File: src/rtl/rmii_rx_byte_assembler.sv
// RMII receive deserializer: finds preamble/SFD, detects 10/100 speed,
// packs dibits LSB-first into bytes. Out: speed_code, packaged_data[8:0], strobe.
module rmii_rx_byte_assembler #(
  parameter int unsigned SPEED_THRESHOLD       = 64,
  parameter int unsigned SAMPLES_PER_DIBIT_10M = 10
) (
  input  logic       clock,
  input  logic       reset_n,
  input  logic [1:0] data,
  input  logic       data_enable,
  input  logic       data_error,
  output logic [1:0] speed_code,
  output logic [8:0] packaged_data,
  output logic       packaged_data_valid
);

  typedef enum logic [1:0] {
    IDLE,
    PREAMBLE,
    DATA,
    DRAIN
  } state_e;

  // First 10M sample lands mid-dibit of the first data dibit,
  // counted from the SFD onset cycle.
  localparam int unsigned FIRST_OFF =
    SAMPLES_PER_DIBIT_10M + SAMPLES_PER_DIBIT_10M / 2 - 1;
  localparam int unsigned PW = $clog2(FIRST_OFF + 1);

  localparam logic [PW-1:0] FIRST_LD = PW'(FIRST_OFF);
  localparam logic [PW-1:0] NEXT_LD  = PW'(SAMPLES_PER_DIBIT_10M - 1);
  localparam logic [PW-1:0] PH_ONE   = PW'(1);
  localparam logic [15:0]   THR      = 16'(SPEED_THRESHOLD);
  localparam logic [1:0]    SPD_100  = 2'b01;
  localparam logic [1:0]    SPD_10   = 2'b00;

  state_e        state_q, state_d;
  logic [15:0]   pre_q, pre_d;
  logic [PW-1:0] phase_q, phase_d;
  logic [1:0]    dcnt_q, dcnt_d;
  logic [7:0]    byte_q, byte_d;
  logic          first_q, first_d;
  logic [1:0]    speed_q, speed_d;
  logic [8:0]    pd_q, pd_d;
  logic          vld_q, vld_d;

  logic [15:0] pre_inc;
  logic        is_10m;
  logic        data_ok;
  logic [7:0]  shifted;

  // Increment includes the SFD cycle, so the compared value is the
  // number of 01 cycles seen.
  assign pre_inc = (pre_q == 16'hFFFF) ? pre_q : pre_q + 16'd1;
  assign is_10m  = (pre_inc >= THR);
  assign data_ok = data_enable && !data_error;
  assign shifted = {data, byte_q[7:2]};

  always_ff @(posedge clock or negedge reset_n) begin
    if (!reset_n) begin
      state_q <= IDLE;
      pre_q   <= '0;
      phase_q <= '0;
      dcnt_q  <= '0;
      byte_q  <= '0;
      first_q <= 1'b0;
      speed_q <= SPD_100;
      pd_q    <= '0;
      vld_q   <= 1'b0;
    end else begin
      state_q <= state_d;
      pre_q   <= pre_d;
      phase_q <= phase_d;
      dcnt_q  <= dcnt_d;
      byte_q  <= byte_d;
      first_q <= first_d;
      speed_q <= speed_d;
      pd_q    <= pd_d;
      vld_q   <= vld_d;
    end
  end

  always_comb begin
    state_d = state_q;
    unique case (state_q)
      IDLE: begin
        if (data_enable && data == 2'b01)
          state_d = PREAMBLE;
      end
      PREAMBLE: begin
        if (!data_enable) begin
          state_d = IDLE;
        end else if (data_error) begin
          state_d = DRAIN;
        end else begin
          unique case (1'b1)
            (data == 2'b01): state_d = PREAMBLE;
            (data == 2'b11): state_d = DATA;
            default:         state_d = IDLE;
          endcase
        end
      end
      DATA: begin
        if (!data_enable)
          state_d = IDLE;
        else if (data_error)
          state_d = DRAIN;
      end
      DRAIN: begin
        if (!data_enable)
          state_d = IDLE;
      end
      default: state_d = IDLE;
    endcase
  end

  always_comb begin
    pre_d   = pre_q;
    phase_d = phase_q;
    dcnt_d  = dcnt_q;
    byte_d  = byte_q;
    first_d = first_q;
    speed_d = speed_q;
    pd_d    = pd_q;
    vld_d   = 1'b0;
    unique case (state_q)
      IDLE: begin
        if (data_enable && data == 2'b01)
          pre_d = '0;
      end
      PREAMBLE: begin
        pre_d = pre_inc;
        if (data_ok && data == 2'b11) begin
          speed_d = is_10m ? SPD_10 : SPD_100;
          phase_d = is_10m ? FIRST_LD : '0;
          first_d = 1'b1;
          byte_d  = '0;
          dcnt_d  = '0;
        end
      end
      DATA: begin
        if (!data_ok) begin
          byte_d = '0;
          dcnt_d = '0;
        end else if (phase_q != '0) begin
          phase_d = phase_q - PH_ONE;
        end else begin
          phase_d = (speed_q == SPD_10) ? NEXT_LD : '0;
          byte_d  = shifted;
          dcnt_d  = dcnt_q + 2'd1;
          if (dcnt_q == 2'd3) begin
            vld_d   = 1'b1;
            pd_d    = {first_q, shifted};
            first_d = 1'b0;
          end
        end
      end
      DRAIN: begin
        byte_d = '0;
        dcnt_d = '0;
      end
      default: ;
    endcase
  end

  assign speed_code          = speed_q;
  assign packaged_data       = pd_q;
  assign packaged_data_valid = vld_q;

endmodule

File: config.mk
export PLATFORM = sky130hd
export DESIGN_NAME = rmii_rx_byte_assembler
export DESIGN_NICKNAME = d
export VERILOG_FILES = /design/src/rtl/rmii_rx_byte_assembler.sv
export SDC_FILE = /design/constraint.sdc
export NUM_CORES = 1
export LEC_CHECK = 0
export BUFFER_PORTS_ARGS = -buffer_cell sky130_fd_sc_hd__clkbuf_2
export CAP_MARGIN = 20
export CORE_ASPECT_RATIO = 0.9
export CORE_UTILIZATION = 59
export DETAILED_ROUTE_END_ITERATION = 6
export HOLD_SLACK_MARGIN = 0.03
export PLACE_DENSITY = 0.83
export SYNTH_ARGS = -nofsm -noshare
export SYNTH_HDL_FRONTEND = slang
export SYNTH_SLANG_ARGS = --single-unit
File: constraint.sdc
create_clock -name clock -period 2.3 [get_ports clock]
set_clock_uncertainty 0.1 [all_clocks]
set_input_delay 0.46 -clock clock [delete_from_list [all_inputs] [get_ports clock]]
set_output_delay 0.46 -clock clock [all_outputs]
set_load 0.005 [all_outputs]
---- After elaboration in Yosys (flattened, before gate mapping) ----
Index checks and enable logic that the tools add are counted.
W data, S select, Z words.
cells by class
  add/subtract/negate cells ............... 3
  magnitude comparators ................... 1
  equality and inequality tests ........... 15
  mux-type cells .......................... 35
  bitwise gates (word level) .............. 1
  reduce and logical (&&, ||, !) cells .... 17
operator list
  operator                 count
  $mux W16                 2
  $pmux W16 S2             1
  $mux W8                  3
  $pmux W8 S3              1
  $mux W4                  5
  $mux W2                  9
  $add A16 B1 Y16 const B  1
  $eq A16 B16 Y1 const B   1
  $ge A16 B7 Y1 const B    1
  $ne A2 B2 Y1 const B     6
  $mux W1                  9
  $reduce_and A3 Y1        3
  $eq A2 B2 Y1 const B     4
  $pmux W2 S4              1
  $pmux W4 S2              1
  $ne A3 B3 Y1 const B     2
  $pmux W2 S3              1
  $reduce_and A5 Y1        1
  $eq A2 B1 Y1 const B     2
  $logic_not A2 Y1         2
  $pmux W2 S2              1
  $reduce_and A2 Y1        2
  $reduce_and A4 Y1        1
  $reduce_bool A2 Y1       2
  other kinds (8)          10
storage, ports and cells
  register bits ........................... 45
  input port bits ......................... 6
  logic and storage cells ................. 81

---- Longest topological paths before layout ----
Gate-level depths: netlist (run 1).
  word-level depth ........................ 6
  depth in mapped cells ................... 8
  gate-level depth less buffers ........... 7

---- Worst setup path after synthesis (run 1) ----
OpenSTA, ideal clock, no wires.
  path kind ............................... register to register
  from .................................... register pre_q[0]
  to ...................................... register phase_q[3]
  library setup time ...................... 0.140 ns
  arrival ................................. 1.748 ns
  data required time ...................... 2.060 ns
  setup slack ............................. 0.312 ns
  stages on the path, launching flop included .. 8
  path buffers ............................ 0
  clock period less this slack ............ 1.988 ns
  path through ............................ dfrtp_1 -> ha_1 -> nand3_2 -> or2_4 -> a311oi_2 -> o22ai_1 -> nor4_4 -> a32oi_1
on the way
  cells in the longest elaborated chain, start to end .. 6
  elaborated cells on any way between the ends .. 7
RTL lines
  element                                            RTL line  text
  start, declared                                    38        logic [15:0] pre_q, pre_d;
  start signal, assigned                             72        pre_q <= pre_d;
  $add A16 B1 Y16 or $eq A16 B16 Y1 (tied branches)  54        assign pre_inc = (pre_q == 16'hFFFF) ? pre_q : pre_q + 16'd1;
  $mux W16 (*)                                       54
  $ge A16 B7 Y1 (*)                                  55        assign is_10m = (pre_inc >= THR);
  $mux W4 (*)                                        135       phase_d = is_10m ? FIRST_LD : '0;
  $mux W4 (*)                                        133       if (data_ok && data == 2'b11) begin
  $pmux W4 S2 (*)                                    126       unique case (state_q)
  end signal, assigned                               73        phase_q <= phase_d;
  end, declared                                      39        logic [PW-1:0] phase_q, phase_d;
Every way passes the cells marked *; elsewhere a longest branch is shown, timed or not. The select of a mux whose other input is x is not followed.
A chain may end at the register's enable or synchronous reset.

---- Worst setup path after layout (run 1) ----
Ends and elaborated chain as after synthesis.

==> results.sh, run 1 <==
export IMPL_min_period_over_period=0.939
export IMPL_yosysMostFrequentCell="dfrtp_1"
export IMPL_ys_seq_area_frac=0.457
export IMPL_rr_worst_depth=7
export IMPL_synth_top_area_share=0.445
export IMPL_p_comb_frac=0.151
export IMPL_synth_seq_cells=42
export IMPL_overflow=0
export IMPL_netSwitchingFraction=0.293
export IMPL_synth_net_count=279
export IMPL_power_leakage_nw=1.09
export IMPL_routed_via_count=2021
export IMPL_async_reset_ff_frac=1.00
export IMPL_setup_viol=0
export IMPL_synth_edf_count=0
export IMPL_switching_power_w=0.000459
export IMPL_grt_pass1_wl_um=8090
export IMPL_tightest_slew_ns=0.518
export IMPL_drc=0
export IMPL_r2r_end="phase_q[3]"
export IMPL_netlist_top_cells_count="dfrtp_1 (41), nand2_1 (36), o21ai_0 (35)"
export IMPL_regArea_sq_um=1050
export IMPL_clk_latency_ns=0.30
export IMPL_power_w=0.00157
export IMPL_share_clk_of_total_power=0.303
export IMPL_required_ns=2.37
export IMPL_initial_core_util=0.617
export IMPL_cts_tree="yes"
export IMPL_path_max_fanout=6
export IMPL_ios=18
export IMPL_wire_per_inst_um=14.5
export IMPL_drv_cap=0
export IMPL_synth_avg_cell_area_sq_um=8.50
export IMPL_place_congestion=0.981
export IMPL_drive_gt1_frac=0.165
export IMPL_fillers=320
export IMPL_fin_tns_setup_ns=0
export IMPL_synth_area_sq_um=2300
export IMPL_synthToLayoutAreaGrowth_pct=11.4
export IMPL_grt_pass1_vias=1757
export IMPL_core_rowCount=21
export IMPL_die_w_um=67.9
export IMPL_port_buffers=16
export IMPL_grt_max_degree=20
export IMPL_cts_max_path_buffers=2
export IMPL_numCtsBuffers=5
export IMPL_grt_setup_unrepaired="false"
export IMPL_final_max_slew_viol_count=0
export IMPL_rrSetupSlack_ns=0.14
export IMPL_worst_setup_hold_path_clk_slew_ns=0.08
export IMPL_slew_headroom=0.652
export IMPL_dp_hpwl_um=3520
export IMPL_crit_start="pre_q[0]"
export IMPL_rr_startpoint="pre_q[0]"
export IMPL_core_sq_um=3730
export IMPL_grt_total_usage=0.266
export IMPL_status="finished, final reports clean"
export IMPL_hold_class="primary input to flip-flop"
export IMPL_wl_um=4900
export IMPL_ys_top_cells_by_area="dfrtp_1 (45%), o21ai_0 (7.6%), nand2_1 (5.9%), nand3_1 (4.1%), a21oi_1 (3.9%)"
export IMPL_die_area_sq_um=4160
export IMPL_hold_viol=0
export IMPL_fin_crit_ns=2.16
export IMPL_end_kind="flip-flop"
export IMPL_cp_endpoint="phase_q[3]"
export IMPL_multi_input_area_sq_um=1160
export IMPL_seqPwrFrac=0.546
export IMPL_first_pass_iters=4
export IMPL_final_util=0.688
export IMPL_ir_drop_v=0.000455
export IMPL_p_int_w=0.00111
export IMPL_syn_instance_count=271
export IMPL_cellPowerDensity_nw_per_um2=610
export IMPL_antenna_cells=0
export IMPL_cp_arrival_ns=2.23
export IMPL_htree_num_levels=2
export IMPL_startpoint_type="flip-flop"
export IMPL_ant_nets=0
export IMPL_path_class="flip-flop to flip-flop"
export IMPL_finalHoldWorstSlack_ns=0.288
export IMPL_ys_types=45
export IMPL_final_nets=298
export IMPL_synth_top_cell_by_area="dfrtp_1"
export IMPL_antenna_found_initial=0
export IMPL_drt_iter0_drc=155
export IMPL_via_per_inst=6.00
export IMPL_clock_root_buffer="clkbuf_8"
export IMPL_cts_sinks=42
export IMPL_die_y_um=61.3
export IMPL_synth_warning_count=0
export IMPL_fmax_mhz=463
export IMPL_synth_main_ff_cell="dfrtp_1"
[worst min path at each step]
stage | cells past startpoint | end | from | slack (ns)
floorplan | 0 | byte_q[2] | reset_n | 0.06
global placement | 1 | packaged_data[0] | reset_n | 0.35
detailed placement | 1 | packaged_data[0] | reset_n | 0.34
CTS | 3 | state_q[0] | data_enable | 0.28
global route | 3 | state_q[0] | data_enable | 0.28
finish | 3 | state_q[0] | data_enable | 0.29
[through the flow]
| stage | instance area, sq um | worst slack (ns) | std cells |
|---|---|---|---|
| 2_1_floorplan | 2300 | 0.312 | 271 |
| 6_report | 2570 | 0.141 | 337 |
| 3_3_place_gp | 2440 | 0.170 | 327 |
| 3_5_place_dp | 2440 | 0.130 | 327 |
| 4_1_cts | 2540 | 0.117 | 336 |
| 5_1_grt | 2570 | 0.00694 | 337 |
[per-layer routing]
layer / GRT usage / up-vias / wire [um]
met3: 0.0500 / 10 / 254
met1: 0.392 / 948 / 2420
met2: 0.397 / 70 / 2150
met5: 0 / - / 0
met4: 0.0893 / 0 / 74
li1: - / 993 / -
[cell type report]
| type | count | area share |
|---|---|---|
| clock buffers | 6 | 0.0283 |
| flip-flops and latches | 42 | 0.410 |
| repair buffers | 27 | 0.0644 |
| well taps | 46 | 0.0224 |
| inverters | 12 | 0.0176 |
| multi-input cells | 202 | 0.452 |
| clock inverters | 2 | 0.00536 |
[registers in the layout, summed over array words and instances, names as in the netlist]
name and cells:
packaged_data_valid 1, packaged_data 9, byte_q 6, speed_code 1, state_q 2, dcnt_q 2, first_q 1, pre_q 16
phase_q 4
[worst max-delay path, cell delays in order (launching register included)]
cell      delay [ns]
dfrtp_1         0.40
ha_2            0.21
nand3_2         0.13
or2_4           0.29
a311oi_4        0.24
o22ai_2         0.15
nor4_4          0.36
a32oi_1         0.15
[placed cells by master (no fill, tap or decap), drive strengths merged, types with 2 or more instances in the layout]
cell | Yosys | layout
nand4 | 6 | 6
a32oi | 2 | 2
nor3 | 8 | 8
clkbuf | 9 | 22
xnor2 | 2 | 2
ha | 2 | 2
a211oi | 2 | 2
nand2b | 4 | 4
a21oi | 18 | 18
or3 | 2 | 2
nor4 | 5 | 5
o21ai | 36 | 36
nor2b | 5 | 5
o31ai | 3 | 3
buf | 6 | 10
clkinv | 0 | 2
a31oi | 4 | 4
a22oi | 2 | 2
nand3 | 20 | 20
inv | 12 | 12
nor2 | 18 | 18
or2 | 5 | 5
mux2i | 4 | 4
dfrtp | 41 | 41
xor2 | 2 | 2
nand2 | 36 | 36
mux2 | 2 | 2
and3 | 4 | 4
[power by group through the flow]
| stage | registers, W | clock network (W) | logic (W) |
|---|---|---|---|
| final | 0.000856 | 0.000475 | 0.000236 |
| after global routing | 0.000864 | 0.000510 | 0.000268 |
| after CTS | 0.000853 | 0.000479 | 0.000234 |
| after detailed placement | 0.000867 | 0 | 0.000233 |
| after global placement | 0.000865 | 0 | 0.000227 |
| after floorplan | 0.000848 | 0 | 0.000164 |
[repair_timing]
| item | in CTS | in global routing |
|---|---|---|
| gates resized for setup | 0 | 3 |
| endpoints found under the setup margin | 0 | 4 |
| setup buffers | 0 | 1 |
| endpoints found under the hold margin | 17 | 0 |
| hold buffers | 1 | 0 |
[logic make-up after synthesis]
| group | share of synthesized area |
|---|---|
| and+or+nand+nor | 0.254 |
| AOI/OAI and AO/OA | 0.186 |
| buffers and inverters | 0.0483 |
| DFF | 0.457 |
| other | 0.00163 |
| xor gates and xnor gates | 0.0152 |
| adders and majority gates | 0.0109 |
| muxes | 0.0272 |
(Power assumes the default switching activity.)
==> run 2: changes to the inputs <==
--- a/config.mk
+++ b/config.mk
@@ -8,10 +8,12 @@
 export BUFFER_PORTS_ARGS = -buffer_cell sky130_fd_sc_hd__clkbuf_2
 export CAP_MARGIN = 20
 export CORE_ASPECT_RATIO = 0.9
-export CORE_UTILIZATION = 59
+export CORE_MARGIN = 1.5
+export CORE_UTILIZATION = 55
+export CTS_CLUSTER_SIZE = 24
 export DETAILED_ROUTE_END_ITERATION = 6
 export HOLD_SLACK_MARGIN = 0.03
-export PLACE_DENSITY = 0.83
+export PLACE_DENSITY = 0.78
 export SYNTH_ARGS = -nofsm -noshare
 export SYNTH_HDL_FRONTEND = slang
 export SYNTH_SLANG_ARGS = --single-unit
==> run 2 against run 1 <==
- global-route usage shrank 3.7 points
- register-to-register slack lost 0.06 ns
- critical path depth is the same
- final area grew 1.4%
- setup slack lost 0.058 ns
- critical path type unchanged
- critical endpoint unchanged
- highest routed layer unchanged
==> results.sh, run 2 (synthesized netlist as in run 1, its figures left out) <==
export IMPL_status="finished, final reports clean"
export IMPL_overflow=0
export IMPL_final_max_slew_viol_count=0
export IMPL_wire_per_inst_um=14.5
export IMPL_clock_root_buffer="clkbuf_8"
export IMPL_power_w=0.00169
export IMPL_required_ns=2.36
export IMPL_ios=18
export IMPL_seqPwrFrac=0.510
export IMPL_numCtsBuffers=5
export IMPL_startpoint_type="flip-flop"
export IMPL_largest_reg_flops=16
export IMPL_synthToLayoutAreaGrowth_pct=12.9
export IMPL_cts_tree="yes"
export IMPL_end_kind="flip-flop"
export IMPL_p_comb_frac=0.147
export IMPL_via_per_inst=5.89
export IMPL_core_rowCount=22
export IMPL_cellPowerDensity_nw_per_um2=648
export IMPL_grt_pass1_vias=1760
export IMPL_fmax_mhz=451
export IMPL_fin_tns_setup_ns=0
export IMPL_switching_power_w=0.000467
export IMPL_p_int_w=0.00122
export IMPL_antenna_cells=0
export IMPL_fin_crit_ns=2.22
export IMPL_port_buffers=16
export IMPL_grt_max_degree=26
export IMPL_multi_input_area_sq_um=1170
export IMPL_largest_register="pre_q"
export IMPL_power_leakage_nw=1.10
export IMPL_dp_hpwl_um=3560
export IMPL_drc=0
export IMPL_hold_class="primary input to flip-flop"
export IMPL_path_class="flip-flop to flip-flop"
export IMPL_drt_iter0_drc=196
export IMPL_die_y_um=64.4
export IMPL_min_period_over_period=0.964
export IMPL_worst_setup_hold_path_clk_slew_ns=0.08
export IMPL_slowest_stage="dfrtp_1"
export IMPL_netSwitchingFraction=0.277
export IMPL_cts_sinks=42
export IMPL_tightest_slew_ns=0.519
export IMPL_ir_drop_v=0.000416
export IMPL_drv_cap=0
export IMPL_regArea_sq_um=1050
export IMPL_share_clk_of_total_power=0.342
export IMPL_path_max_fanout=6
export IMPL_slew_headroom=0.651
export IMPL_routed_via_count=1998
export IMPL_crit_path_cell_trace="ha_4, nand3_2, or2_4, a311oi_4, o22ai_2, nor4_4, a32oi_1"
export IMPL_setup_viol=0
export IMPL_grt_total_usage=0.229
export IMPL_layout_commonest_cell="dfrtp_1"
export IMPL_fillers=328
export IMPL_clk_latency_ns=0.30
export IMPL_ant_nets=0
export IMPL_first_pass_iters=6
export IMPL_antenna_found_initial=0
export IMPL_post_cts_setup_buffers=0
export IMPL_htree_num_levels=2
export IMPL_place_congestion=0.905
export IMPL_die_area_sq_um=4590
export IMPL_final_cell_mix="dfrtp_1 (41), nand2_1 (36), o21ai_0 (35)"
export IMPL_core_sq_um=4050
export IMPL_wl_um=4930
export IMPL_critical_path_max_stage_delay_ns=0.42
export IMPL_cp_arrival_ns=2.28
export IMPL_final_util=0.643
export IMPL_hold_viol=0
export IMPL_finalHoldWorstSlack_ns=0.304
export IMPL_initial_core_util=0.569
export IMPL_die_w_um=71.2
export IMPL_grt_pass1_wl_um=8260
export IMPL_final_nets=298
export IMPL_cts_max_path_buffers=2
export IMPL_drive_gt1_frac=0.168
run 2: cell types whose count changed in the layout (fill, tap and decap cells not counted), sizes merged:
| cell | previous run | this run |
|---|---|---|
| clkbuf | 22 | 21 |
| bufinv | 0 | 1 |
run 2: worst max-delay path: cells and delay by family (launching register included):
family                     cells  cell delay [ns]
and+or+nand+nor                3             0.79
DFF                            1             0.42
AOI/OAI and AO/OA              3             0.62
adders and majority gates      1             0.16
run 2: metrics by stage:
stage	cells	area, sq um	worst slack (ns)
after detailed placement	330	2450	0.168
final	339	2600	0.0829
after global routing	339	2600	-0.0137
after global placement	330	2450	0.202
after floorplan	271	2300	0.312
after CTS	339	2570	0.154
run 2: per-layer routing:
metal,share of wire,track usage
met1,0.49,0.354
met3,0.069,0.0442
met5,0,0
met2,0.44,0.316
met4,0.0079,0.0873
run 2: path summary, 6_finish.rpt:
kind	startpoint	end	slack [ns]	depth (start not counted)
max	pre_q[0]	phase_q[3]	0.08	7
min	data_enable	state_q[0]	0.30	3
max reg2reg	pre_q[0]	phase_q[3]	0.08	7
min reg2reg	first_q	first_q	0.37	1
max in group asynchronous	reset_n	pre_q[9]	1.21	3
min in group asynchronous	reset_n	packaged_data_valid	0.40	2
run 2: final cells by class:
class,count,area share
Multi-Input combinational cell,202,0.450
Sequential cell,42,0.405
Timing Repair Buffer,27,0.0635
Clock buffer,5,0.0265
Tap cell,48,0.0231
Inverter,12,0.0173
Clock inverter,3,0.0154
run 2: repair_timing:
item,CTS,global route
resized for setup,0,4
hold endpoints to repair,2,0
endpoints found under the setup margin,0,1
hold buffers,1,0
run 2: power by group through the flow:
stage | registers (W) | clock network [W] | logic, W
finish | 0.000861 | 0.000577 | 0.000248
global route | 0.000867 | 0.000621 | 0.000280
CTS | 0.000852 | 0.000588 | 0.000243
detailed placement | 0.000867 | 0 | 0.000241
global placement | 0.000864 | 0 | 0.000231
floorplan | 0.000848 | 0 | 0.000164
